--- config.mk ---
export PLATFORM = sky130hd
export DESIGN_NAME = operand_extender
export DESIGN_NICKNAME = d
export VERILOG_FILES = /design/src/rtl/operand_extender.sv
export SDC_FILE = /design/constraint.sdc
export NUM_CORES = 1
export LEC_CHECK = 0
export ABC_AREA = 1
export CAP_MARGIN = 25
export CORE_UTILIZATION = 40
export CTS_CLUSTER_DIAMETER = 50
export CTS_CLUSTER_SIZE = 30
export DETAILED_ROUTE_END_ITERATION = 10
export PLACE_DENSITY = 0.67
export SETUP_SLACK_MARGIN = 0.5
export SYNTH_ARGS = -nofsm -noshare
export SYNTH_HDL_FRONTEND = slang
export SYNTH_SLANG_ARGS = --single-unit
--- constraint.sdc ---
create_clock -name i_clk -period 1.5 [get_ports i_clk]
set_input_delay 0.3 -clock i_clk [delete_from_list [all_inputs] [get_ports i_clk]]
set_output_delay 0.3 -clock i_clk [all_outputs]
set_load 0.01 [all_outputs]
--- src/rtl/operand_extender.sv ---
// operand_extender
//
// Assembles an operand from FIELD_W-bit instruction fields. PFIX and NFIX
// shift fields into an internal register (NFIX inverts first). USE merges a
// final field and emits the operand zero- or sign-extended to DATA_W behind
// a valid/ready handshake. FLUSH discards any partial operand.
//
// Optional feature macro: SEXT_EN
//   defined   : USE with i_sext=1 sign-extends from the top held field bit
//   undefined : i_sext is ignored and every USE zero-extends
//
// Ports:
//   i_clk        rising-edge clock
//   i_rst_n      synchronous reset, active-low
//   i_in_valid   op/field present
//   o_in_ready   unit can accept (= !o_out_valid || i_out_ready)
//   i_op         00 PFIX, 01 NFIX, 10 USE, 11 FLUSH
//   i_field      instruction field
//   i_sext       USE only: 1 = sign-extend, 0 = zero-extend
//   o_out_valid  result valid
//   i_out_ready  consumer takes result
//   o_result     extended operand
//   o_ovf        high with o_result when prefix bits were lost

module operand_extender #(
   parameter int unsigned DATA_W  = 16,
   parameter int unsigned FIELD_W = 4
) (
   input  logic               i_clk,
   input  logic               i_rst_n,
   input  logic               i_in_valid,
   output logic               o_in_ready,
   input  logic [1:0]         i_op,
   input  logic [FIELD_W-1:0] i_field,
   input  logic               i_sext,
   output logic               o_out_valid,
   input  logic               i_out_ready,
   output logic [DATA_W-1:0]  o_result,
   output logic               o_ovf
);

   localparam int unsigned N     = DATA_W / FIELD_W;
   localparam int unsigned CNT_W = (N > 1) ? $clog2(N) : 1;

   localparam logic [CNT_W-1:0] CntMax = CNT_W'(N - 1);

   localparam logic [1:0] OpPfix  = 2'b00;
   localparam logic [1:0] OpNfix  = 2'b01;
   localparam logic [1:0] OpUse   = 2'b10;
   localparam logic [1:0] OpFlush = 2'b11;

   logic [DATA_W-1:0] r_oreg;
   logic [CNT_W-1:0]  r_cnt;
   logic              r_neg_pend;
   logic              r_ovf_pend;
   logic [DATA_W-1:0] r_result;
   logic              r_ovf;
   logic              r_out_valid;

   logic              w_accept;
   logic              w_at_max;
   logic [DATA_W-1:0] w_raw;
   logic [DATA_W-1:0] w_ext;

   assign o_in_ready  = !r_out_valid || i_out_ready;
   assign w_accept    = i_in_valid && o_in_ready;
   assign w_at_max    = (r_cnt == CntMax);
   assign w_raw       = r_oreg | DATA_W'(i_field);

   assign o_out_valid = r_out_valid;
   assign o_result    = r_result;
   assign o_ovf       = r_ovf;

   // Sign extension from bit (cnt+1)*FIELD_W-1. The loop stops at N-2 so a
   // full-width operand (cnt == N-1) passes through unchanged. An NFIX in the
   // sequence already produced the upper bits by inversion, so it wins.
`ifdef SEXT_EN
   always_comb begin
      w_ext = w_raw;
      if (i_sext && !r_neg_pend) begin
         for (int k = 0; k < int'(N) - 1; k++) begin
            if (r_cnt == CNT_W'(k)) begin
               for (int j = (k + 1) * int'(FIELD_W); j < int'(DATA_W); j++) begin
                  w_ext[j] = w_raw[(k + 1) * int'(FIELD_W) - 1];
               end
            end
         end
      end
   end
`else
   logic w_unused_sext;
   assign w_unused_sext = i_sext;

   always_comb begin
      w_ext = w_raw;
   end
`endif

   always_ff @(posedge i_clk) begin
      if (!i_rst_n) begin
         r_oreg      <= '0;
         r_cnt       <= '0;
         r_neg_pend  <= 1'b0;
         r_ovf_pend  <= 1'b0;
         r_result    <= '0;
         r_ovf       <= 1'b0;
         r_out_valid <= 1'b0;
      end else begin
         if (w_accept) begin
            unique case (i_op)
               OpPfix: begin
                  r_oreg <= w_raw << FIELD_W;
                  if (w_at_max) begin
                     r_ovf_pend <= 1'b1;
                  end else begin
                     r_cnt <= r_cnt + CNT_W'(1);
                  end
               end
               OpNfix: begin
                  r_oreg     <= (~w_raw) << FIELD_W;
                  r_neg_pend <= 1'b1;
                  if (w_at_max) begin
                     r_ovf_pend <= 1'b1;
                  end else begin
                     r_cnt <= r_cnt + CNT_W'(1);
                  end
               end
               OpUse: begin
                  r_result   <= w_ext;
                  r_ovf      <= r_ovf_pend;
                  r_oreg     <= '0;
                  r_cnt      <= '0;
                  r_neg_pend <= 1'b0;
                  r_ovf_pend <= 1'b0;
               end
               OpFlush: begin
                  r_oreg     <= '0;
                  r_cnt      <= '0;
                  r_neg_pend <= 1'b0;
                  r_ovf_pend <= 1'b0;
               end
               default: ;
            endcase
         end

         // A USE accepted alongside a handshake keeps valid high with new data.
         if (w_accept && (i_op == OpUse)) begin
            r_out_valid <= 1'b1;
         end else if (i_out_ready) begin
            r_out_valid <= 1'b0;
         end
      end
   end

endmodule
======== Yosys cells after proc, flatten, opt, wreduce, memory -nomap -nowiden ========
Cells that the tools add are included.
cells by class
  add/subtract/negate cells ............... 1
  equality and inequality tests ........... 6
  muxes and demuxes ....................... 7
  bitwise logic cells ..................... 2
  reductions and logical operators ........ 11
operators by type and width
  operator                                                          number
  16-bit one-hot mux with 3 select lines                            1
  16-bit by 4-bit bitwise OR with 16-bit output                     1
  12-bit inverter                                                   1
  2-bit == test (second input constant)                             3
  2-bit AND reduction                                               3
  2-bit one-hot mux with 2 select lines                             1
  2-bit OR reduction                                                2
  1-bit two-way mux                                                 3
  2-bit by 1-bit adder with 2-bit output (second input constant)    1
  2-bit by 1-bit == test with 1-bit output (second input constant)  1
  1-bit logical AND                                                 2
  2-bit zero test                                                   1
  2-bit two-way mux                                                 1
  2-bit by 1-bit != test with 1-bit output (second input constant)  1
  2-bit != test (second input constant)                             1
  1-bit one-hot mux with 2 select lines                             1
  2-bit nonzero test                                                1
  1-bit zero test                                                   1
  1-bit logical OR                                                  1
storage, ports and cells
  bits in registers ....................... 37
  input port bits ......................... 11
  output and inout port bits .............. 19

======== Logic depth before layout (Yosys ltp) ========
  word-level depth ........................ 5
  gate-level depth with buffers ........... 8

======== Worst setup path before layout ========
Ideal clock, no wire load.
  path kind ............................... reg2reg
  from .................................... register r_out_valid (netlist: o_out_valid)
  to ...................................... register r_oreg[11]
  library setup time ...................... 0.111 ns
  arrival time ............................ 1.026 ns
  required time ........................... 1.389 ns
  slack ................................... 0.362 ns
  cell stages (with the launch flop) ...... 8
  path buffers ............................ 1
  period minus slack after synthesis ...... 1.138 ns
  cell sequence ........................... dfxtp_1 -> nand2_1 -> nand2_2 -> inv_1 -> buf_2 -> nand2_1 -> nor2_1 -> nor2_1
on the way
  cells in the longest elaborated chain, start to end .. 3
ends and longest elaborated chain
  what                    line  source
  from (decl)             58    logic r_out_valid;
  from (signal assigned)  107   r_out_valid <= 1'b0;
  from (signal assigned)  148   r_out_valid <= 1'b1;
  from (signal assigned)  150   r_out_valid <= 1'b0;
  1-bit zero test         65    assign o_in_ready = !r_out_valid || i_out_ready;
  1-bit logical OR        65
  1-bit logical AND       66    assign w_accept = i_in_valid && o_in_ready;
  to (signal assigned)    112   r_oreg <= w_raw << FIELD_W;
  to (signal assigned)    120   r_oreg <= (~w_raw) << FIELD_W;
  to (decl)               52    logic [DATA_W-1:0] r_oreg;
Every way passes these cells.
A chain may end at the register's enable or synchronous reset.

======== Worst setup path after layout ========
  from .................................... register r_out_valid (netlist: o_out_valid)
  to ...................................... register r_result[15] (netlist: o_result[15])
on the way
  cells in the longest elaborated chain, start to end .. 4
ends and longest elaborated chain
  what                                  line  source
  1-bit zero test                       65
  1-bit logical OR                      65
  1-bit logical AND                     66
  2-bit AND reduction (no source line)  -
  to (signal assigned)                  129   r_result <= w_ext;
  to (decl)                             56    logic [DATA_W-1:0] r_result;
Every way passes these cells.

==> flow_summary.rst <==
.. list-table::
   :header-rows: 1

   * - Metric
     - Value
   * - Run status
     - completed
   * - Average vias per placed instance
     - 4.702
   * - Clock network latency to the later pin of the worst-skew pair
     - 280 ps
   * - Final worst path period need
     - approximately 1100 ps
   * - Fin area
     - between 2000 and 2500 sq um
   * - IO Count
     - 30
   * - Total clock buffers created by CTS
     - 5
   * - Number of diodes added for antenna fixing
     - 0
   * - Half-perimeter wire length after detailed placement
     - ~2400 um
   * - Power density cells
     - between 900 and 1000 nW/um^2
   * - Sequential cell fraction of total power
     - 0.428
   * - Final hold violation count
     - 0
   * - Via count of the first global-routing pass
     - 1449
   * - Total routing resource utilization after global routing
     - 0.2096
   * - Maximum number of pins on one net before global-route repair
     - 34
   * - Routability congestion estimate
     - 0.7854
   * - Cell with the most instances after synthesis
     - sky130_fd_sc_hd__nor2_1
   * - Number of iterations in the first detailed-routing pass
     - 4
   * - Power Total
     - about 2.2 mW
   * - Setup Skew
     - between 2 and 2.5 ps
   * - Critical Path Sink Type
     - flip-flop
   * - Cell area after synthesis
     - around 1600 sq um
   * - Remaining antenna violation count after routing
     - 0
   * - CTS tree
     - built
   * - Unrepaired setup endpoints after global routing
     - yes
   * - Data required time at the worst endpoint
     - between 1500 and 2000 ps
   * - Yosys warning total
     - 0
   * - Relative slew slack
     - 0.8167
   * - Number of enable-type register cells in the synthesized netlist
     - 0
   * - Worst hold path type
     - flip-flop to flip-flop
   * - Share of synthesized flip-flops with an asynchronous set or reset
     - 0
   * - Fin crit share
     - 0.7598
   * - Number of distinct library cells after synthesis
     - 16
   * - Number of DRC markers in iteration 0
     - 110
   * - Post-detailed-route DRC marker count
     - 0
   * - CTS clk-pin slew, worst paths
     - around 70 ps
   * - Synth area leader
     - sky130_fd_sc_hd__dfxtp_1
   * - Layout cells sized above 1
     - 0.2886
   * - Crit path cell chain
     - nand2_4 -> buf_8 -> nand2_8 -> nor2_4 -> nor2_2 -> nor2_1
   * - Master cell of the clock root buffer
     - sky130_fd_sc_hd__clkbuf_8
   * - Maximum level of the CTS H-tree
     - 2
   * - Initial antenna violation count
     - 0
   * - Net count after synthesis
     - about 260
   * - Net switching power
     - 572.7 uW
   * - Routed via count
     - 1627
   * - Die span in x
     - about 65 um
   * - Rows
     - 22
   * - WP data arrival
     - ~1400 ps
   * - Placed cell areas
     - 1981 sq um
   * - Portion of synthesized cell area occupied by the leading cell type
     - 0.4164
   * - Most instantiated flip-flop cell in the synthesis netlist
     - sky130_fd_sc_hd__dfxtp_1
   * - Fraction of power consumed by the clock network
     - 0.387
   * - Worst Setup Start Kind
     - flip-flop
   * - Clock buffer depth
     - 2
   * - Utilization of the core after routing
     - 0.6314
   * - Master of the slowest instance on the critical path
     - sky130_fd_sc_hd__dfxtp_2
   * - Critical path class
     - flip-flop to flip-flop
   * - Top cells by count, synth
     - 79 x sky130_fd_sc_hd__nor2_1, 75 x sky130_fd_sc_hd__nand2_1, 33 x sky130_fd_sc_hd__dfxtp_1, 23 x sky130_fd_sc_hd__inv_1, 17 x sky130_fd_sc_hd__nand4_1
   * - Average routed wire per standard cell
     - ~12 um
   * - Internal power consumption
     - 1.664 mW
   * - Sw frac
     - 0.2560
   * - Maximum vdd drop
     - 0.5129 mV
   * - Seq/Total Area, Yosys
     - 0.4164
   * - Flip-flop and latch count after synthesis
     - 33
   * - Area of the die
     - 4222 sq um
   * - Cells after Synth
     - 250
   * - Final setup violation count
     - 0
   * - Max-cap check violation count
     - 0
   * - Wire length of the first global-routing pass
     - roughly 6700 um
   * - Mean instance size in the synthesized netlist
     - 6.346 sq um
   * - Area growth from synthesis to final layout
     - 48.97%
   * - Initial standard-cell utilization of the core
     - 0.4238
   * - Fin Setup TNS
     - 0 ps
   * - Number of buffers inserted for hold repair after clock tree synthesis
     - 0
   * - Area of combinational cells with multiple inputs
     - 839.6 sq um
   * - Worst Tran Pin Value
     - approximately 270 ps
   * - Final Max Tran Viols
     - 0
   * - Register cell area after layout
     - ~700 sq um
   * - Area inside the core boundary
     - 3744 sq um
   * - Total grt overflow
     - 0
   * - Slowest cell delay on critical path
     - approximately 340 ps
   * - Die Height
     - ~65 um
   * - TritonCTS Sinks
     - 33
   * - Number of filler cells placed in the layout
     - roughly 320
   * - Combinational share of power
     - 0.185
   * - Cells taking the most area after synthesis
     - sky130_fd_sc_hd__dfxtp_1 42%, sky130_fd_sc_hd__nor2_1 19%, sky130_fd_sc_hd__nand2_1 18%
   * - Highest Clock Rate
     - 877.4 MHz
   * - Number of buffer cells added on primary ports
     - 28
   * - Worst Hold Slack
     - approximately 480 ps
   * - Wirelength, routed
     - approximately 4000 um
   * - Post-layout net count
     - 309
   * - Cell leakage power
     - about 1.2 nW
   * - Maximum fanout encountered on the critical timing path
     - 8
-- stage by stage --
| step | cells | worst slack [ps] |
|---|---|---|
| 5_1_grt | 346 | 302.7 |
| 3_3_place_gp | 324 | -211.0 |
| 4_1_cts | 339 | 371.5 |
| 2_1_floorplan | 250 | 499.8 |
| 6_report | 346 | 360.3 |
| 3_5_place_dp | 324 | -210.0 |
-- placed cells by master, fill, tap and decap left out, types with 2 or more instances in the layout --
master,netlist,final
sky130_fd_sc_hd__nor2_1,79,75
sky130_fd_sc_hd__clkbuf_8,0,6
sky130_fd_sc_hd__buf_4,1,15
sky130_fd_sc_hd__dfxtp_2,0,18
sky130_fd_sc_hd__buf_6,1,20
sky130_fd_sc_hd__inv_6,0,2
sky130_fd_sc_hd__nand2_2,1,3
sky130_fd_sc_hd__clkdlybuf4s50_1,0,5
sky130_fd_sc_hd__buf_8,0,3
sky130_fd_sc_hd__nor2_4,0,2
sky130_fd_sc_hd__nand4_1,17,17
sky130_fd_sc_hd__dlygate4sd2_1,0,4
sky130_fd_sc_hd__nor2_8,2,2
sky130_fd_sc_hd__nand2_1,75,71
sky130_fd_sc_hd__buf_12,0,3
sky130_fd_sc_hd__nor2_2,0,4
sky130_fd_sc_hd__dfxtp_1,33,15
sky130_fd_sc_hd__inv_1,23,22
-- cell families after synthesis --
group | Yosys count | synth area share
AOI/OAI and AO/OA | 1 | 0.004734
adders and majority gates | 1 | 0.007885
buffers and inverters | 39 | 0.1041
DFF | 33 | 0.4164
and+or+nand+nor | 176 | 0.4669
-- metal layers --
metal	part of all wire	track usage	vias to the layer above
met5	0	0	-
met4	0.016	0.08889	0
met3	0.043	0.04401	7
met2	0.48	0.3451	44
met1	0.46	0.2621	724
li1	-	-	852
-- registers in the layout (all words and copies together), names as in the netlist --
name and flops:
r_oreg 12, r_cnt 2, r_ovf_pend 1, o_out_valid 1, o_ovf 1, o_result 16
-- critical path, delay by kind of cell, from the launching register on --
family | cells | cell delay (ps)
and+or+nand+nor | 5 | 590
buffers and inverters | 1 | 140
DFF | 1 | 340
-- path summary, 6_finish.rpt --
path	start	endpoint	slack (ps)	cells after the start
setup / recovery	o_out_valid	o_result[15]	360	6
hold / removal	o_result[6]	o_result[6]	480	2
setup reg to reg	o_out_valid	o_result[15]	360	6
hold reg to reg	o_result[6]	o_result[6]	480	2
-- power by group through the flow --
stage	sequential, mW	clock (mW)	combinational (mW)
after floorplan	0.978	0	0.213
after detailed placement	0.968	0	0.358
final	0.958	0.865	0.415
after CTS	0.958	0.887	0.392
after global placement	0.966	0	0.354
after global routing	0.962	0.919	0.466
-- area by class of cell --
cell class | instances | share of cell area
clock buffers | 7 | 0.03653
clock inverters | 1 | 0.01271
inverters | 25 | 0.04394
multi-input cells | 180 | 0.3552
flip-flops and latches | 33 | 0.2890
well taps | 48 | 0.02541
repair buffers | 52 | 0.2372
-- timing repair --
action,CTS,global route
endpoints found under the setup margin,52,52
cloned,3,0
pin swaps,16,20
hold endpoints to repair,0,0
gates resized for setup,132,8
setup buffers,4,7
Power figures use the tool's default switching activity.
==> patch 1 (same settings) <==
Set the parameter `DATA_W` to 64 (it was 16).
--- a/src/rtl/operand_extender.sv
+++ b/src/rtl/operand_extender.sv
@@ -23,7 +23,7 @@
 //   o_ovf        high with o_result when prefix bits were lost
 
 module operand_extender #(
-   parameter int unsigned DATA_W  = 16,
+   parameter int unsigned DATA_W  = 64,
    parameter int unsigned FIELD_W = 4
 ) (
    input  logic               i_clk,
Interface: changed (resized o_result); port bits go from 30 to 78. The function was not compared with the original's and may differ.
==> patch 1 against the unedited design <==
- synthesized area increased to 3.3 times the old value
- total power increased to 4.3 times the old value
- clock power increased to 4.8 times the old value
- setup slack got worse by 0.20 ns
- critical path depth unchanged
- final area increased to 3.6 times the old value
- clock skew increased by 0.0032 ns
- die area increased to 3.2 times the old value
- non-clock buffer count increased by 110
- hold slack got worse by 0.23 ns
- sequential cell count increased by 98
- routed wire length increased to 4.2 times the old value
- critical endpoint is now r_oreg[23]
==> patch 1: results (changes against the unedited design) <==
Outcome
  • Status: completed

Route
  • WL final: 17,000 um (+320%)
  • Iteration-0 DRC Markers: 513 (+370%)
  • DRC Markers: 0 (unchanged)
  • Post-DR vias/cell: 5.38 (+14%)
  • Drt first pass iters: 5 (+1)

Clock network
  • Setup bufs post-CTS: 17 (+13)
  • Clk slew on worst S/H paths: 0.06 ns
  • Clock latency on the worst-skew pair: 0.42 ns (+0.14 ns)
  • H-tree depth: 4 (+2)
  • TritonCTS buffer count: 17 (+12)
  • Root Buffer: clkbuf_16
  • Max clock buf depth: 2 (unchanged)
  • Post_cts resized: 428 (+220%)

Synth
  • Ys Warns: 0 (unchanged)
  • Syn nets: 744 (+180%)
  • Commonest cells in the netlist: nor2_1, dfxtp_1, o21ai_0
  • Sequential area share after synthesis: 49.6% (+7.9 points)
  • Async SR Flop Fraction: 0% (unchanged)
  • Yosys cell types: 19 (+3)
  • Post-synth top flop: dfxtp_1
  • Synth area leaders: dfxtp_1, nor2_1, o21ai_0, nand3_1, a21oi_1

Global routing
  • All-Layer GR Usage: 21.6% (+0.59 points)
  • Largest net degree at the start of global routing: 62 (+82%)
  • First-pass GRT wire length: 22,700 um (+240%)
  • Vias in the first global route: 4,691 (+220%)
  • Initial antenna violation count: 0 (unchanged)

STA
  • Relative slew slack: 74.0% (-7.7 points)
  • TNS Setup: 0 ns (unchanged)
  • Clock Skew: 0.00544 ns (+0.00315 ns)

Power and ir drop
  • Peak VDD IR: 841 uV (+64%)
  • Leak Pwr: 3.51 nW (+200%)

Worst setup path
  • Worst-path fanout max: 5 (-3)
  • Crit path DAT: 1.68 ns (+0.32 ns)

Place
  • PortBufs: 76 (+170%)
  • Placed inst area: 0.00636 mm^2 (+220%)
  • Hpwl dp: 8350 um (+250%)
  • Placer Congestion: 0.781 (-0.51%)

Cells and area
  • Layout cells sized above 1: 42.6% (+14 points)
  • Cell area after layout: 0.00859 mm^2 (+260%)
  • Diode count: 0 (unchanged)
  • Nets: 867 (+180%)
  • FILL cells: 928 (+190%)
  • Max FFs per register: 64 (+48)

Hold path
  • Path type of the worst min-delay path: in -> reg
[patch 1: final timing paths]
kind | slack [ns] | end | cells past startpoint | startpoint
max | 0.16 | r_oreg[23] | 6 | o_out_valid
min | 0.25 | r_oreg[62] | 3 | i_rst_n
max reg2reg | 0.16 | r_oreg[23] | 6 | o_out_valid
min reg2reg | 0.48 | o_result[0] | 2 | o_result[0]
[patch 1: cell families (layout without fill, tap and decap cells)]
kind of cell / count (synthesis) / in the layout / synth area share (%)
compound gates: 192 / 192 / 18.4
fa+ha+maj: 1 / 1 / 0.236
flops: 131 / 131 / 49.6
simple gates: 339 / 339 / 25.9
buf+inv: 69 / 205 / 5.94
[patch 1: worst max-delay path, stage by stage (launching register included)]
cell     delay [ns]
dfxtp_4        0.36
buf_6          0.12
a21oi_4        0.19
buf_6          0.18
buf_12         0.13
o21ai_1        0.08
a21oi_1        0.19
[patch 1: layer usage]
metal | up-vias | share of wire (%) | track usage, %
met5 | - | 0 | 0
met4 | 0 | 2.4 | 9.79
met3 | 34 | 5.5 | 5.25
met2 | 224 | 50 | 35.2
met1 | 2641 | 42 | 26.9
li1 | 2693 | - | -
[patch 1: final cells by class]
cell class              count  area share [%]
clock buffers              24            5.84
multi-input cells         532            35.2
flip-flops and latches    131            31.9
inverters                  11           0.583
repair buffers            162            22.8
well taps                 172            2.51
clock inverters             8            1.15
[patch 1: power by group]
group | internal (mW) | switching (mW) | total [mW]
Combinational | 0.730 | 0.741 | 1.47
Clock | 2.66 | 1.49 | 4.15
Sequential | 3.70 | 0.231 | 3.93
[patch 1: stage by stage]
step | instances | worst slack (ns)
final | 1040 | 0.157
after global routing | 1040 | 0.110
after CTS | 1001 | 0.200
after detailed placement | 949 | -0.366
after global placement | 949 | -0.378
after floorplan | 732 | 0.331
==> patch 2 (same flow settings) <==
Made on the original files. Register the output `o_ovf` once more; this adds one clock of latency there. The other outputs are not delayed to match.
--- a/src/rtl/operand_extender.sv
+++ b/src/rtl/operand_extender.sv
@@ -69,7 +69,9 @@
 
    assign o_out_valid = r_out_valid;
    assign o_result    = r_result;
-   assign o_ovf       = r_ovf;
+   always_ff @(posedge i_clk) begin
+      o_ovf <= r_ovf;
+   end
 
    // Sign extension from bit (cnt+1)*FIELD_W-1. The loop stops at N-2 so a
    // full-width operand (cnt == N-1) passes through unchanged. An NFIX in the
Formal check against the unedited RTL: not equivalent (a bounded check fails within 10 cycles, from zero or initial values and one cycle with i_rst_n low).
==> patch 2 against the unedited design <==
- sequential cell count is 1 higher
- total power is 9.5% higher
- core utilization stayed put
- routed wire length is 5.4% lower
- synthesized area is 1.3% higher
- final area stayed put
- largest power group is now the clock network
- critical path depth is 4 lower
- critical path type is now reg -> out
- setup slack better by 0.028 ns
==> patch 2: results (changes against the unedited design) <==
STA
  • Relative slew slack: 82.2% (+0.54 points)
  • Clock Skew: 0.00633 ns (+0.00405 ns)
  • Worst hold slack: 0.353 ns (-0.125 ns)
  • Final setup margin: 0.388 ns (+0.0276 ns)

Route
  • DR WL/cell: 11.1 um (-4.0%)
  • Iteration-0 DRC Markers: 76 (-31%)
  • WL final: 3800 um (-5.4%)
  • DR vias: 1,614 (-0.80%)

Power and ir drop
  • Peak VDD IR: 686 uV (+34%)
  • Switching Share: 24.2% (-1.4 points)
  • Leak Pwr: 1.15 nW (-1.8%)

Cells and area
  • Nets: 304 (-1.6%)
  • FILL cells: 349 (+8.0%)
  • Layout cells sized above 1: 31.1% (+2.2 points)
  • Max FFs per register: 16 (unchanged)

Hold path
  • Hold Crit Depth: 0 (-2)
  • WHS Endpoint: o_ovf
  • Hold path startpoint: r_ovf

Global routing
  • Largest net degree at the start of global routing: 24 (-29%)
  • All-Layer GR Usage: 20.4% (-0.58 points)
  • Vias in the first global route: 1,413 (-2.5%)
  • Initial antenna violation count: 0 (unchanged)

Clock network
  • H-tree depth: 2 (unchanged)
  • Root Buffer: clkbuf_8

Place
  • Inst Count DP: 325 (+0.31%)
  • Hpwl dp: 2380 um (-0.69%)
  • Dpl ws: -0.217 ns (-0.00707 ns)
  • Placer Congestion: 0.813 (+3.5%)

Synth
  • Synthesized instance count: 251 (+0.40%)
  • Syn nets: 263 (+0.38%)
  • Commonest cells in the netlist: nor2_1, nand2_1, dfxtp_1
  • Sequential area share after synthesis: 42.4% (+0.73 points)

Worst setup path
  • Worst r2r dst: o_result[11]
  • Worst R2R Setup Slack: 0.39 ns (+0.03 ns)
  • Cell count of the worst reg-to-reg path: 6 (unchanged)
  • Worst-path fanout max: 2 (-6)
  • FF-to-FF Start: o_out_valid

Outcome
  • Status: completed
[patch 2: kinds of logic after synthesis]
logic type,share of synthesized area (%)
simple gates,46.1
buf+inv,10.3
flops,42.4
compound gates,0.467
fa+ha+maj,0.779
[patch 2: metrics by stage]
step / util (%) / TNS [ns] / area (um^2)
global route: 63.1 / 0 / 2360
finish: 63.1 / 0 / 2360
CTS: 61.7 / 0 / 2310
detailed placement: 53.1 / -3.04 / 1990
global placement: 53.1 / -2.77 / 1990
floorplan: - / 0 / 1620
[patch 2: what timing repair did]
action                     CTS  global route
pin swaps                   31            16
buffers inserted             1             3
hold endpoints to repair     0             0
setup endpoints to repair   52            52
cloned                       4             0
gates resized for setup    144            11
[patch 2: layer usage]
layer | global-route usage, % | up-vias | part of all wire (%)
li1 | - | 844 | -
met1 | 26.7 | 716 | 48
met2 | 31.3 | 46 | 46
met3 | 4.69 | 8 | 4.7
met4 | 9.78 | 0 | 1.6
met5 | 0 | - | 0
[patch 2: critical path, cell delays in order (launching register included)]
cell and delay (ns):
dfxtp_2 0.33, nand2_2 0.07, buf_6 0.12
[patch 2: worst max path at each step]
stage | startpoint | endpoint | cells after the start
2_1_floorplan | o_out_valid | r_oreg[11] | 7
3_3_place_gp | i_out_ready | o_in_ready | 4
3_5_place_dp | i_out_ready | o_in_ready | 4
4_1_cts | o_out_valid | o_in_ready | 2
5_1_grt | o_out_valid | o_result[9] | 6
6_report | o_out_valid | o_in_ready | 2
[patch 2: layout make-up]
cell class | instances | area share [%]
Multi-Input combinational cell | 179 | 36.4
Clock buffer | 6 | 3.49
Tap cell | 48 | 2.54
Clock inverter | 2 | 2.54
Inverter | 25 | 4.39
Sequential cell | 34 | 29.7
Timing Repair Buffer | 46 | 20.5
Timing Repair inverter | 1 | 0.371
[patch 2: power groups by stage]
stage               Combinational [mW]  Sequential, mW  Clock [mW]
floorplan                        0.213            1.01           0
global placement                 0.350           0.995           0
detailed placement               0.354           0.996           0
CTS                              0.405           0.984        1.07
global route                     0.469           0.990        1.10
finish                           0.420           0.985        1.04
